`src/rtl/rtc_time_base_if.sv`:
```
// Bundles the time-of-day block's control inputs and time/pulse outputs.
// master drives the buttons and load path; slave is the time base itself.
// Pure wiring: no state, no latency.
interface rtc_time_base_if;
    logic       run_en;
    logic       mode_btn;
    logic       inc_btn;
    logic       load;
    logic [7:0] load_hr;
    logic [7:0] load_min;
    logic [7:0] hr;
    logic [7:0] min;
    logic [1:0] mode;
    logic       min_tick;
    logic       day_tick;
    logic       load_err;

    modport master (
        output run_en, mode_btn, inc_btn, load, load_hr, load_min,
        input  hr, min, mode, min_tick, day_tick, load_err
    );

    modport slave (
        input  run_en, mode_btn, inc_btn, load, load_hr, load_min,
        output hr, min, mode, min_tick, day_tick, load_err
    );
endinterface

```
`src/rtl/rtc_time_base.sv`:
```
// Time-of-day generator: prescaled minute/hour counter with button set mode and bulk load.
// Latency: all outputs registered, one cycle after the causing input is sampled.
// No backpressure: every input event is acted on (or discarded by priority) in the cycle it is sampled.
module rtc_time_base #(
    parameter int TICKS_PER_MIN = 60,
    parameter int PRESC_W       = 8
) (
    input logic         clk,
    input logic         rst,
    rtc_time_base_if.slave bus
);

    typedef enum logic [1:0] {
        RUN     = 2'b00,
        SET_HR  = 2'b01,
        SET_MIN = 2'b10
    } mode_e;

    localparam logic [PRESC_W-1:0] PRESC_LAST = PRESC_W'(TICKS_PER_MIN - 1);

    mode_e              state_q;
    logic [PRESC_W-1:0] presc_q;
    logic [7:0]         hr_q;
    logic [7:0]         min_q;
    logic               mode_btn_q;
    logic               inc_btn_q;
    logic               min_tick_q;
    logic               day_tick_q;
    logic               load_err_q;

    logic               mode_edge;
    logic               inc_edge;
    logic               load_ok;
    logic               count_en;
    logic               presc_wrap;
    logic [7:0]         hr_step;
    logic [7:0]         min_step;

    // Rising edge acts in the same cycle the high level is first sampled.
    assign mode_edge  = bus.mode_btn & ~mode_btn_q;
    assign inc_edge   = bus.inc_btn & ~inc_btn_q;
    assign load_ok    = (bus.load_hr <= 8'd23) && (bus.load_min <= 8'd59);
    assign count_en   = (state_q == RUN) && bus.run_en;
    assign presc_wrap = (presc_q == PRESC_LAST);
    // Wrapping increments keep hr/min inside their legal ranges.
    assign hr_step    = (hr_q  == 8'd23) ? 8'd0 : hr_q  + 8'd1;
    assign min_step   = (min_q == 8'd59) ? 8'd0 : min_q + 8'd1;

    // Button history; reset high so a button held through reset is not an edge.
    always_ff @(posedge clk or posedge rst) begin
        if (rst) begin
            mode_btn_q <= 1'b1;
            inc_btn_q  <= 1'b1;
        end else begin
            mode_btn_q <= bus.mode_btn;
            inc_btn_q  <= bus.inc_btn;
        end
    end

    // Mode FSM, time registers and pulses: load > mode edge > inc edge > prescaler.
    always_ff @(posedge clk or posedge rst) begin
        if (rst) begin
            state_q    <= RUN;
            presc_q    <= '0;
            hr_q       <= 8'd0;
            min_q      <= 8'd0;
            min_tick_q <= 1'b0;
            day_tick_q <= 1'b0;
            load_err_q <= 1'b0;
        end else begin
            min_tick_q <= 1'b0;
            day_tick_q <= 1'b0;
            load_err_q <= 1'b0;
            if (bus.load) begin
                if (load_ok) begin
                    hr_q    <= bus.load_hr;
                    min_q   <= bus.load_min;
                    presc_q <= '0;
                end else begin
                    load_err_q <= 1'b1;
                end
            end else if (mode_edge) begin
                // Prescaler is zero in SET modes and restarts on return to RUN.
                presc_q <= '0;
                case (state_q)
                    RUN:     state_q <= SET_HR;
                    SET_HR:  state_q <= SET_MIN;
                    default: state_q <= RUN;
                endcase
            end else if (inc_edge && (state_q != RUN)) begin
                // Setting a field never carries and never pulses the ticks.
                if (state_q == SET_HR) begin
                    hr_q <= hr_step;
                end else begin
                    min_q <= min_step;
                end
            end else if (count_en) begin
                if (presc_wrap) begin
                    presc_q    <= '0;
                    min_q      <= min_step;
                    min_tick_q <= 1'b1;
                    if (min_q == 8'd59) begin
                        hr_q <= hr_step;
                        if (hr_q == 8'd23) begin
                            day_tick_q <= 1'b1;
                        end
                    end
                end else begin
                    presc_q <= presc_q + 1'b1;
                end
            end else if (state_q != RUN) begin
                presc_q <= '0;
            end
        end
    end

    assign bus.hr       = hr_q;
    assign bus.min      = min_q;
    assign bus.mode     = state_q;
    assign bus.min_tick = min_tick_q;
    assign bus.day_tick = day_tick_q;
    assign bus.load_err = load_err_q;

endmodule

```
`src/flat_wrapper.sv`:
```
// flat-port wrapper written by rule: the top's interface ports become plain ports
module rtc_time_base_flat 
#(
    parameter int TICKS_PER_MIN = 60,
    parameter int PRESC_W       = 8
)
  (clk, rst, bus_run_en, bus_mode_btn, bus_inc_btn, bus_load, bus_load_hr, bus_load_min, bus_hr, bus_min, bus_mode, bus_min_tick, bus_day_tick, bus_load_err);
  rtc_time_base_if bus_i ();
  input logic clk;
  input logic rst;
  input wire logic [$bits(bus_i.run_en)-1:0] bus_run_en;
  input wire logic [$bits(bus_i.mode_btn)-1:0] bus_mode_btn;
  input wire logic [$bits(bus_i.inc_btn)-1:0] bus_inc_btn;
  input wire logic [$bits(bus_i.load)-1:0] bus_load;
  input wire logic [$bits(bus_i.load_hr)-1:0] bus_load_hr;
  input wire logic [$bits(bus_i.load_min)-1:0] bus_load_min;
  output wire logic [$bits(bus_i.hr)-1:0] bus_hr;
  output wire logic [$bits(bus_i.min)-1:0] bus_min;
  output wire logic [$bits(bus_i.mode)-1:0] bus_mode;
  output wire logic [$bits(bus_i.min_tick)-1:0] bus_min_tick;
  output wire logic [$bits(bus_i.day_tick)-1:0] bus_day_tick;
  output wire logic [$bits(bus_i.load_err)-1:0] bus_load_err;
  assign bus_i.run_en = bus_run_en;
  assign bus_i.mode_btn = bus_mode_btn;
  assign bus_i.inc_btn = bus_inc_btn;
  assign bus_i.load = bus_load;
  assign bus_i.load_hr = bus_load_hr;
  assign bus_i.load_min = bus_load_min;
  assign bus_hr = bus_i.hr;
  assign bus_min = bus_i.min;
  assign bus_mode = bus_i.mode;
  assign bus_min_tick = bus_i.min_tick;
  assign bus_day_tick = bus_i.day_tick;
  assign bus_load_err = bus_i.load_err;
  rtc_time_base #(.TICKS_PER_MIN(TICKS_PER_MIN), .PRESC_W(PRESC_W)) u_core (.clk(clk), .rst(rst), .bus(bus_i));
endmodule
```
`config.mk`:
```
export PLATFORM = sky130hd
export DESIGN_NAME = rtc_time_base_flat
export DESIGN_NICKNAME = d
export VERILOG_FILES = /design/src/rtl/rtc_time_base_if.sv /design/src/rtl/rtc_time_base.sv /design/src/flat_wrapper.sv
export SDC_FILE = /design/constraint.sdc
export NUM_CORES = 1
export LEC_CHECK = 0
export BUFFER_PORTS_ARGS = -buffer_cell sky130_fd_sc_hd__buf_2
export CAP_MARGIN = 20
export CELL_PAD_IN_SITES_DETAIL_PLACEMENT = 1
export CELL_PAD_IN_SITES_GLOBAL_PLACEMENT = 2
export CORE_MARGIN = 3
export CORE_UTILIZATION = 35
export CTS_BUF_LIST = sky130_fd_sc_hd__clkbuf_8
export CTS_CLUSTER_DIAMETER = 120
export DETAILED_ROUTE_END_ITERATION = 12
export PLACE_DENSITY_LB_ADDON = 0.25
export SETUP_SLACK_MARGIN = 0.05
export SYNTH_ARGS = -nofsm -noshare
export SYNTH_HDL_FRONTEND = slang
export SYNTH_SLANG_ARGS = --single-unit
export TNS_END_PERCENT = 20
```
`constraint.sdc`:
```
create_clock -name clk -period 3.8 [get_ports clk]
set_clock_uncertainty 0.2 [all_clocks]
set_input_delay 0.95 -clock clk [delete_from_list [all_inputs] [get_ports clk]]
set_output_delay 0.95 -clock clk [all_outputs]
set_load 0.02 [all_outputs]
```
# Yosys cells after proc, flatten, opt, wreduce, memory -nomap -nowiden
# Index checks and enable logic that the tools add are counted.
# word_totals
regBits	31
word_cells	80
# op_classes
addsub	3
n_lt_le_gt_ge	2
n_eq_ne	9
n_mux	39
bitwise	5
n_reduce_logical	13
# ops
cell	count
8-bit 2-to-1 mux	24
8-bit by 1-bit adder with 8-bit output (second input constant)	3
8-bit by 6-bit == test with 1-bit output (second input constant)	2
1-bit 2-to-1 mux	14
3-bit nonzero test	3
8-bit by 5-bit == test with 1-bit output (second input constant)	1
8-bit by 5-bit <= comparator with 1-bit output (second input constant)	1
8-bit by 6-bit <= comparator with 1-bit output (second input constant)	1
3-bit != test (second input constant)	2
6-bit AND reduction	1
5-bit AND reduction	1
2-bit case mux with 2 select lines	1
4-bit nonzero test	1
1-bit logical AND	3
3-bit by 2-bit != test with 1-bit output (second input constant)	1
1-bit NOT	3
3-bit AND reduction	1
1-bit bitwise AND	2
2-bit by 1-bit == test with 1-bit output (second input constant)	1
2-bit zero test	1
2-bit by 1-bit != test with 1-bit output (second input constant)	1
2-bit != test (second input constant)	1
2-bit AND reduction	1
2-bit nonzero test	1

# Depth between registers and ports, before layout
# depth
ltp_word	8
depth_mapped	7

# Least setup slack after synthesis
# No wires, ideal clock.
# synth_timing
kind	input port to flip-flop
from	input bus_load_min[6]
to	register u_core.presc_q[5]
arrival_time_ns	2.181
required_time_ns	3.479
slack_ns	1.298
cell_stages	6
n_path_buf	1
path_cell_list	nor4_1 > a31o_2 > buf_2 > o21ai_1 > o21bai_1 > a22o_1
# synth_between
elab_chain_cells	4
# synth_rtl
element	line	source
from (decl)	flat_wrapper.sv:16	input wire logic [$bits(bus_i.load_min)-1:0] bus_load_min;
8-bit by 6-bit <= comparator with 1-bit output	rtc_time_base.sv:42	assign load_ok = (bus.load_hr <= 8'd23) && (bus.load_min <= 8'd59);
1-bit logical AND	rtc_time_base.sv:42	
2-bit by 1-bit != test with 1-bit output (no line)	-	
3-bit AND reduction (no line)	-	
to (signal assigned)	rtc_time_base.sv:109	presc_q <= presc_q + 1'b1;
to (decl)	rtc_time_base.sv:22	logic [PRESC_W-1:0] presc_q;
# No other way between the ends.
# A chain may end at the register's enable or synchronous reset.

# Final worst setup path
# layout_timing
from	input bus_load
to	register u_core.min_q[2], in the netlist u_core.bus.min[2]
# layout_between
elab_chain_cells	2
elab_cells_between_ends	7
cone_classes	3 x eq/ne; 1 x mux; 3 x reduce/logical
# layout_rtl
element	line	source
from (decl)	flat_wrapper.sv:14	input wire logic [$bits(bus_i.load)-1:0] bus_load;
3-bit != test (no line), or another cell as far along	-	
5-bit AND reduction (no line)	-	
to (signal assigned)	rtc_time_base.sv:77	min_q <= bus.load_min;
to (signal assigned)	rtc_time_base.sv:95	min_q <= min_step;
to (signal assigned)	rtc_time_base.sv:100	min_q <= min_step;
to (decl)	rtc_time_base.sv:24	logic [7:0] min_q;
# Parallel ways exist; a longest one is shown, timed or not.

==> metrics <==
outcome completed; area delta synth->final 20.3%; final setup margin between 1 and 1.5 ns; CTS tree built; crit start category input port; WP data arrival 2.67 ns; Max FO, Critical Path 16; Core ar. a little under 5000 sq um; Hold Path Sink u_core.presc_q[0]$_DFFE_PP0P_; Synth Instances 194; first drt pass iteration count 4; Req. time, crit path between 3 and 4 ns; H-tree levels 2; Max-cap violations 0; mapped cell area 1780 sq um; share of cells above drive strength 1 26.6%; nets 265; antenna diode count 0; gr usage total between 15 and 20%; Setup Buffers After CTS 0; # setup viols final 0; largest net degree at the start of global routing 32; DRT Wirelength 4.86 mm; post-route ant nets 0; WS Path Type in -> reg; Async S/R FF share, synth between 90% and 100%; total nets after synthesis around 220; min cycle time layout roughly 2.7 ns; final critical-path share of the clock period a little under three quarters; largest area contributor in the netlist dfrtp_1; commonest non-fill, non-tap cells in the layout buf_2 (42), dfrtp_1 (29), nand2_1 (22); number of I/O port buffers 42; Die H a little under 80 um; routed via count ~1700; chip width roughly 77 um; Skew-Pair Late Insertion Delay 0.28 ns; setup slack, reg-to-reg between 1 and 1.5 ns; FF-to-FF path depth 6; reg-to-reg critical path endpoint u_core.bus.hr[3]$_DFFE_PP0P_; syn_area_per_cell around 9 sq um; via-per-instance ratio roughly 5.5; Reg2Reg Launch Point u_core.bus.min[1]$_DFFE_PP0P_; hold_sp u_core.presc_q[0]$_DFFE_PP0P_; RSZ-0062 raised after global routing false; die area around 6000 sq um; Yosys cell types 54; register area share after synthesis a little over two fifths; gpl congestion roughly 0.77; most common cell after layout, fill and taps aside buf_2; initial core utilization a little under two fifths; vias in the first global route about 1700; Leakage 0.985 nW; Main synth FF type dfrtp_1; Pwr Density roughly 560 nW/um^2; total negative setup slack 0 ns; Yosys top cell area share between 40% and 50%; post-DR wirelength/cell around 16 um; Max Freq approximately 0.37 GHz; DP HPWL between 3 and 4 mm; DRC viols 0; CTS max path bufs 2; CP Capture Type flop; grt ovf 0; Hold-fix buffers, CTS 0; root buffer cell clkbuf_8; cts bufs inserted 5; first-pass GRT wire length between 8 and 9 mm; VDD IR max 235 uV; final-report hold violation count 0; Resize count post-CTS 0; Worst-Margin Slew roughly 0.95 ns; hold path depth 1; Ys Warns 0; antenna violations before repair 0; clk sinks 31; IO Pins between 40 and 50; EDFF count, synth 0; final-report max-slew violation count 0; Min-Delay Path Class reg -> reg; clock-pin slew on the worst setup and hold paths around 0.070 ns; relative slew slack 36.6%; top post-synthesis cells by area dfrtp_1 (41%), a22o_1 (5.4%), o21ai_0 (4.8%); #FFs+latches synth 31; DR iter-0 viols 67; row cnt 25; Post-Place Setup Slack about 0.8 ns
## critical path: stages
cell,delay (ns)
buf_2,0.11
inv_1,0.20
nand2_1,0.18
o21ai_1,0.78
o21ai_0,0.21
a22o_1,0.23
## cell type report
type                    instances  area (sq um)
multi-input cells             147           930
fillers                       594          2680
clock inverters                 3          12.5
clock buffers                   5          68.8
flip-flops and latches         31           778
repair buffers                 44           225
inverters                      11          41.3
well taps                      67          83.8
## routing by layer
layer	global-route usage, %	vias to the layer above	part of all wire, %
li1	-	815	-
met1	24.9	850	49
met2	26.3	37	46
met3	3.99	5	4.5
met4	4.27	0	0.82
met5	0	-	0
## cell usage after synthesis, types with 2 or more instances
cell type and number:
ha_1 3, or3_1 3, nor2_1 9, nand3_1 10
o2bb2ai_1 2, dfstp_2 2, o21ai_1 2, dfrtp_1 29
buf_2 2, a31o_2 2, and3_2 2, a41oi_1 2
o21ai_0 17, a22o_1 11, a31oi_1 4, nor3_1 8
a21oi_1 11, nand2_1 22, mux2i_1 2, nor3b_1 3
nor4_1 2, inv_1 11, and3_1 2, nand4_1 3
## logic make-up after synthesis
kind of cell | after synthesis | share of synthesized area, %
AND/OR/NAND/NOR | 77 | 23.4
AO/OA/AOI/OAI | 62 | 24.1
flip-flops | 31 | 43.8
buffers and inverters | 16 | 3.94
multiplexers | 3 | 1.76
adder cells (fa/ha/maj) | 3 | 2.11
XOR/XNOR | 2 | 0.985
## stage by stage
step / cells / hold slack, ns / total power [W] / util (%) / cell area [sq um]
2_1_floorplan: 194 / 0.287 / 0.000792 / - / 1780
3_3_place_gp: 300 / 0.321 / 0.000951 / 42.7 / 2060
3_5_place_dp: 300 / 0.330 / 0.000958 / 42.7 / 2060
4_1_cts: 308 / 0.340 / 0.00121 / 44.4 / 2140
5_1_grt: 308 / 0.380 / 0.00129 / 44.4 / 2140
6_report: 308 / 0.337 / 0.00120 / 44.4 / 2140
## registers in the layout, indices dropped and copies added, names as in the netlist
register,count
u_core.bus.hr,8
u_core.bus.min,8
u_core.presc_q,8
u_core.bus.mode,2
u_core.bus.day_tick,1
u_core.bus.load_err,1
u_core.bus.min_tick,1
u_core.inc_btn_q,1
u_core.mode_btn_q,1
## power by group
group          internal, W  total [W]  switching [W]
registers         0.000409   0.000523       0.000114
logic             0.000170   0.000426       0.000256
clock network     0.000123   0.000249       0.000126
total             0.000702    0.00120       0.000495
## worst max-delay path by stage
stage	startpoint	to	cells past startpoint
6_report	bus_load	u_core.bus.min[2]$_DFFE_PP0P_	6
2_1_floorplan	bus_load_min[6]	u_core.presc_q[5]$_DFFE_PP0P_	6
3_3_place_gp	bus_load_min[6]	u_core.bus.min[4]$_DFFE_PP0P_	6
5_1_grt	bus_load	u_core.bus.min[3]$_DFFE_PP0P_	6
4_1_cts	bus_load	u_core.bus.min[2]$_DFFE_PP0P_	6
3_5_place_dp	bus_load	u_core.bus.min[2]$_DFFE_PP0P_	6
Note: power is estimated with default switching activity, not from simulation.
